`src/rtl/alu_ctrl.sv`:
```
// Command sequencer for a registered ALU: accepts one command, drives the ALU
// for one cycle, captures its result into the accumulator and a held response.
module alu_ctrl #(
  parameter int WORD_SIZE = 32,
  parameter int TAG_WIDTH = 4
) (
  input  logic                 clk,
  input  logic                 rst,
  input  logic                 cmd_valid,
  output logic                 cmd_ready,
  input  logic [2:0]           cmd_op,
  input  logic [WORD_SIZE-1:0] cmd_a,
  input  logic [WORD_SIZE-1:0] cmd_b,
  input  logic                 cmd_use_acc,
  input  logic [TAG_WIDTH-1:0] cmd_tag,
  output logic [2:0]           alu_op,
  output logic [WORD_SIZE-1:0] alu_in1,
  output logic [WORD_SIZE-1:0] alu_in2,
  output logic                 alu_enable,
  input  logic [WORD_SIZE-1:0] alu_out,
  output logic                 rsp_valid,
  input  logic                 rsp_ready,
  output logic [WORD_SIZE-1:0] rsp_data,
  output logic [TAG_WIDTH-1:0] rsp_tag,
  output logic                 busy,
  output logic [15:0]          op_count
);

  localparam logic [1:0] S_IDLE  = 2'd0;
  localparam logic [1:0] S_ISSUE = 2'd1;
  localparam logic [1:0] S_WAIT  = 2'd2;
  localparam logic [1:0] S_RESP  = 2'd3;

  logic [1:0]           r_state;
  logic [2:0]           r_op;
  logic [WORD_SIZE-1:0] r_in1;
  logic [WORD_SIZE-1:0] r_in2;
  logic [WORD_SIZE-1:0] r_acc;
  logic [TAG_WIDTH-1:0] r_tag;
  logic                 r_rsp_valid;
  logic [WORD_SIZE-1:0] r_rsp_data;
  logic [TAG_WIDTH-1:0] r_rsp_tag;
  logic [15:0]          r_op_count;

  logic w_accept;
  logic w_done;

  // Ready is suppressed while reset is held even though the state is IDLE.
  assign cmd_ready  = (r_state == S_IDLE) && !rst;
  assign w_accept   = cmd_valid && cmd_ready;
  assign w_done     = r_rsp_valid && rsp_ready;

  assign busy       = (r_state != S_IDLE);
  assign alu_enable = (r_state == S_ISSUE);
  assign alu_op     = r_op;
  assign alu_in1    = r_in1;
  assign alu_in2    = r_in2;
  assign rsp_valid  = r_rsp_valid;
  assign rsp_data   = r_rsp_data;
  assign rsp_tag    = r_rsp_tag;
  assign op_count   = r_op_count;

  always_ff @(posedge clk or posedge rst) begin
    if (rst) begin
      r_state     <= S_IDLE;
      r_op        <= '0;
      r_in1       <= '0;
      r_in2       <= '0;
      r_acc       <= '0;
      r_tag       <= '0;
      r_rsp_valid <= 1'b0;
      r_rsp_data  <= '0;
      r_rsp_tag   <= '0;
      r_op_count  <= '0;
    end else begin
      unique case (r_state)
        S_IDLE: begin
          if (w_accept) begin
            r_op    <= cmd_op;
            r_tag   <= cmd_tag;
            r_in1   <= cmd_use_acc ? r_acc : cmd_a;
            r_in2   <= cmd_b;
            r_state <= S_ISSUE;
          end
        end
        S_ISSUE: r_state <= S_WAIT;
        S_WAIT: begin
          r_rsp_data  <= alu_out;
          r_acc       <= alu_out;
          r_rsp_tag   <= r_tag;
          r_rsp_valid <= 1'b1;
          r_state     <= S_RESP;
        end
        S_RESP: begin
          if (w_done) begin
            r_rsp_valid <= 1'b0;
            r_op_count  <= r_op_count + 16'd1;
            r_state     <= S_IDLE;
          end
        end
        default: r_state <= S_IDLE;
      endcase
    end
  end

endmodule

```
`config.mk`:
```
export PLATFORM = sky130hd
export DESIGN_NAME = alu_ctrl
export DESIGN_NICKNAME = d
export VERILOG_FILES = /design/src/rtl/alu_ctrl.sv
export SDC_FILE = /design/constraint.sdc
export NUM_CORES = 1
export LEC_CHECK = 0
export CORE_MARGIN = 3
export CORE_UTILIZATION = 45
export DETAILED_ROUTE_END_ITERATION = 16
export DONT_BUFFER_PORTS = 1
export SYNTH_ARGS = -nofsm -noshare
export SYNTH_HDL_FRONTEND = slang
export SYNTH_SLANG_ARGS = --single-unit
```
`constraint.sdc`:
```
create_clock -name clk -period 5.2 [get_ports clk]
set_clock_uncertainty 0.05 [all_clocks]
set_input_delay 0.78 -clock clk [delete_from_list [all_inputs] [get_ports clk]]
set_output_delay 0.78 -clock clk [all_outputs]
set_load 0.03 [all_outputs]
```
==> flow_metrics.tcl <==
set metrics [dict create \
    htree_num_levels 4 \
    ir_drop_v 0.000369 \
    wl_per_cell_um 20.4 \
    arrival_ps 2940 \
    synth_fp_nets 486 \
    stdcell_count 526 \
    fillCellCount 940 \
    cp_data_required_time_ps 5440 \
    r2r-start "r_state[0]" \
    dp_hpwl_um 7560 \
    fmax_ghz 0.371 \
    post_cts_resize_count 0 \
    busiest_layer "met2" \
    netlist_instances 373 \
    cts-root-buf "clkbuf_16" \
    synth_area_sq_um 5130 \
    hp-class "input port to async pin" \
    track_usage_pct 17.3 \
    p_leak_nw 2.64 \
    crit_type "flop to flop" \
    rrSetupSlack_ps 2500 \
    rows 38 \
    finalSetupTns_ps 0 \
    synth_edf_count 0 \
    cts_setup_buffers 0 \
    synthArstFlopShare_pct 100 \
    grt_pass1_wl_um 16900 \
    slew_violations 0 \
    clk_pin_slew_ps 50 \
    grt-ovfl-total 0 \
    gp_congestion 0.774 \
    hold_viol_final 0 \
    first_iter_violations 138 \
    tightest_slew_ps 1080 \
    die_w_um 113 \
    io_pins 231 \
    use_met1_pct 18.7 \
    design.die.area_sq_um 12700 \
    yosys_warnings 0 \
    synth_area_leader_cell "dfrtp_1" \
    dp.cells 495 \
    synth-seq-cells 126 \
    cts_made_buffers 17 \
    ys_types 26 \
    relSlewSlack_pct 28.0 \
    clkSinkCount 126 \
    grt_pass1_vias 3165 \
    clk_latency_ps 400 \
    grt_max_degree 105 \
    postLayoutCoreUtil_pct 52.3 \
    multi_input_area_sq_um 1860 \
    final_common_cell "dfrtp_1" \
    ys_seq_area_share_pct 61.4 \
    use_met3_pct 9.68 \
    worst-r2r-cell-count 6 \
    drive_above_1_share_pct 28.5 \
    grtUsageMet2_pct 28.2 \
    yosysTopAreaCellShare_pct 61.4 \
    ant_nets 0 \
    p_per_area_nw_per_um2 776 \
    drc 0 \
    finish.net_count 487 \
    mostFrequentLayoutCells "dfrtp_1 (126), mux2_2 (77), nand2_1 (37)" \
    cts_buffer_depth 2 \
    first_pass_iters 4 \
    status "finished clean" \
    finalCritPeriodShare_pct 51.9 \
    start_util_pct 46.7 \
    rsz0062_at_grt "no" \
    seqCellArea_sq_um 3150 \
    setup.worst_path.end_class "flop" \
    synthTopCellsByArea "dfrtp_1 (61%), mux2_2 (17%), mux2i_1 (6.2%), o21ai_0 (3.1%), nand2_1 (2.8%)" \
    cts_tree "yes" \
    fin_crit_ps 2700 \
    syn_to_final_growth_pct 12.0 \
    synth_ff_type "dfrtp_1" \
    grt_antenna_before_repair 0 \
    port_buffers 0 \
    setup_viol 0 \
    viasPerCell 5.36 \
    drt_wl_total_um 10700 \
    fp.dieH_um 113 \
    power_mw 4.46 \
    startpoint_type "flop" \
    worstSetupStartpoint "r_state[0]" \
    worst-path-max-fanout 104 \
    endpoint "r_state[1]" \
    core_area_sq_um 11000 \
    diodes 0 \
    cts_hold_buf 0 \
    vias 2817 \
    drv_cap 0 \
    syn_avg_cell_area_sq_um 13.8 \
    r2r_end "r_state[1]" \
]
sequential cells by signal, indices dropped and copies added, names as in the netlist:
register / count
rsp_tag: 4
rsp_valid: 1
alu_in1: 32
r_state: 2
alu_op: 3
r_tag: 4
rsp_data: 32
alu_in2: 32
op_count: 16
logic make-up (layout without fill, tap and decap cells):
group | count (synthesis) | after routing | share of synthesized area [%]
mux | 109 | 109 | 23.1
buf+inv | 25 | 38 | 2.46
xor+xnor | 15 | 15 | 2.56
fa+ha+maj | 5 | 5 | 1.22
compound gates | 36 | 36 | 3.68
flops | 126 | 126 | 61.4
simple gates | 57 | 57 | 5.51
stage by stage:
step                instance area, sq um  setup WS [ps]  hold slack, ps
floorplan                           5130           1010             424
global placement                    5220           2390             433
detailed placement                  5220           2380             438
CTS                                 5750           2440             413
global route                        5750           2320             416
finish                              5750           2500             430
per-layer routing:
| metal | share of wire (%) | up-vias | wire (um) |
|---|---|---|---|
| met5 | 0 | - | 0 |
| met4 | 1.3 | 0 | 137 |
| met3 | 12 | 12 | 1250 |
| met2 | 51 | 149 | 5480 |
| met1 | 36 | 1362 | 3870 |
| li1 | - | 1294 | - |
power breakdown:
group	leakage, nW	switching, mW	internal (mW)
registers	1.54	1.21	1.42
clock network	0.267	0.387	0.658
logic	0.835	0.348	0.444
total	2.64	1.95	2.52
critical path, stage by stage, from the launching register on:
cell and delay [ps]:
dfrtp_1 410, inv_1 100, ha_1 240, and2b_1 380, nand2_4 600, a21oi_1 440
mux2_2 360
synthesized netlist by cell type (all sizes together), types with 2 or more instances:
cell / number
nand4: 4
dfrtp: 126
xnor2: 11
xor2: 4
buf: 14
nor2: 3
nand3: 5
mux2: 77
o21ai: 32
clkbuf: 5
mux2i: 32
nand2: 38
inv: 6
and4: 2
ha: 5
and3: 2
cell type report:
type | count | share of cell area (%)
Sequential cell | 126 | 54.9
Multi-Input combinational cell | 222 | 32.4
Clock buffer | 22 | 7.90
Tap cell | 140 | 3.05
Clock inverter | 9 | 1.22
Inverter | 6 | 0.435
Timing Repair Buffer | 1 | 0.131
how the worst min path moves through the flow:
stage / endpoint / slack, ps / cells after the start
2_1_floorplan: r_tag[0] / 420 / 1
3_3_place_gp: rsp_tag[0] / 430 / 1
3_5_place_dp: r_tag[0] / 440 / 1
4_1_cts: rsp_valid / 410 / 1
5_1_grt: rsp_valid / 420 / 1
6_report: op_count[3] / 430 / 1
Note: power is estimated with default switching activity, not from simulation.
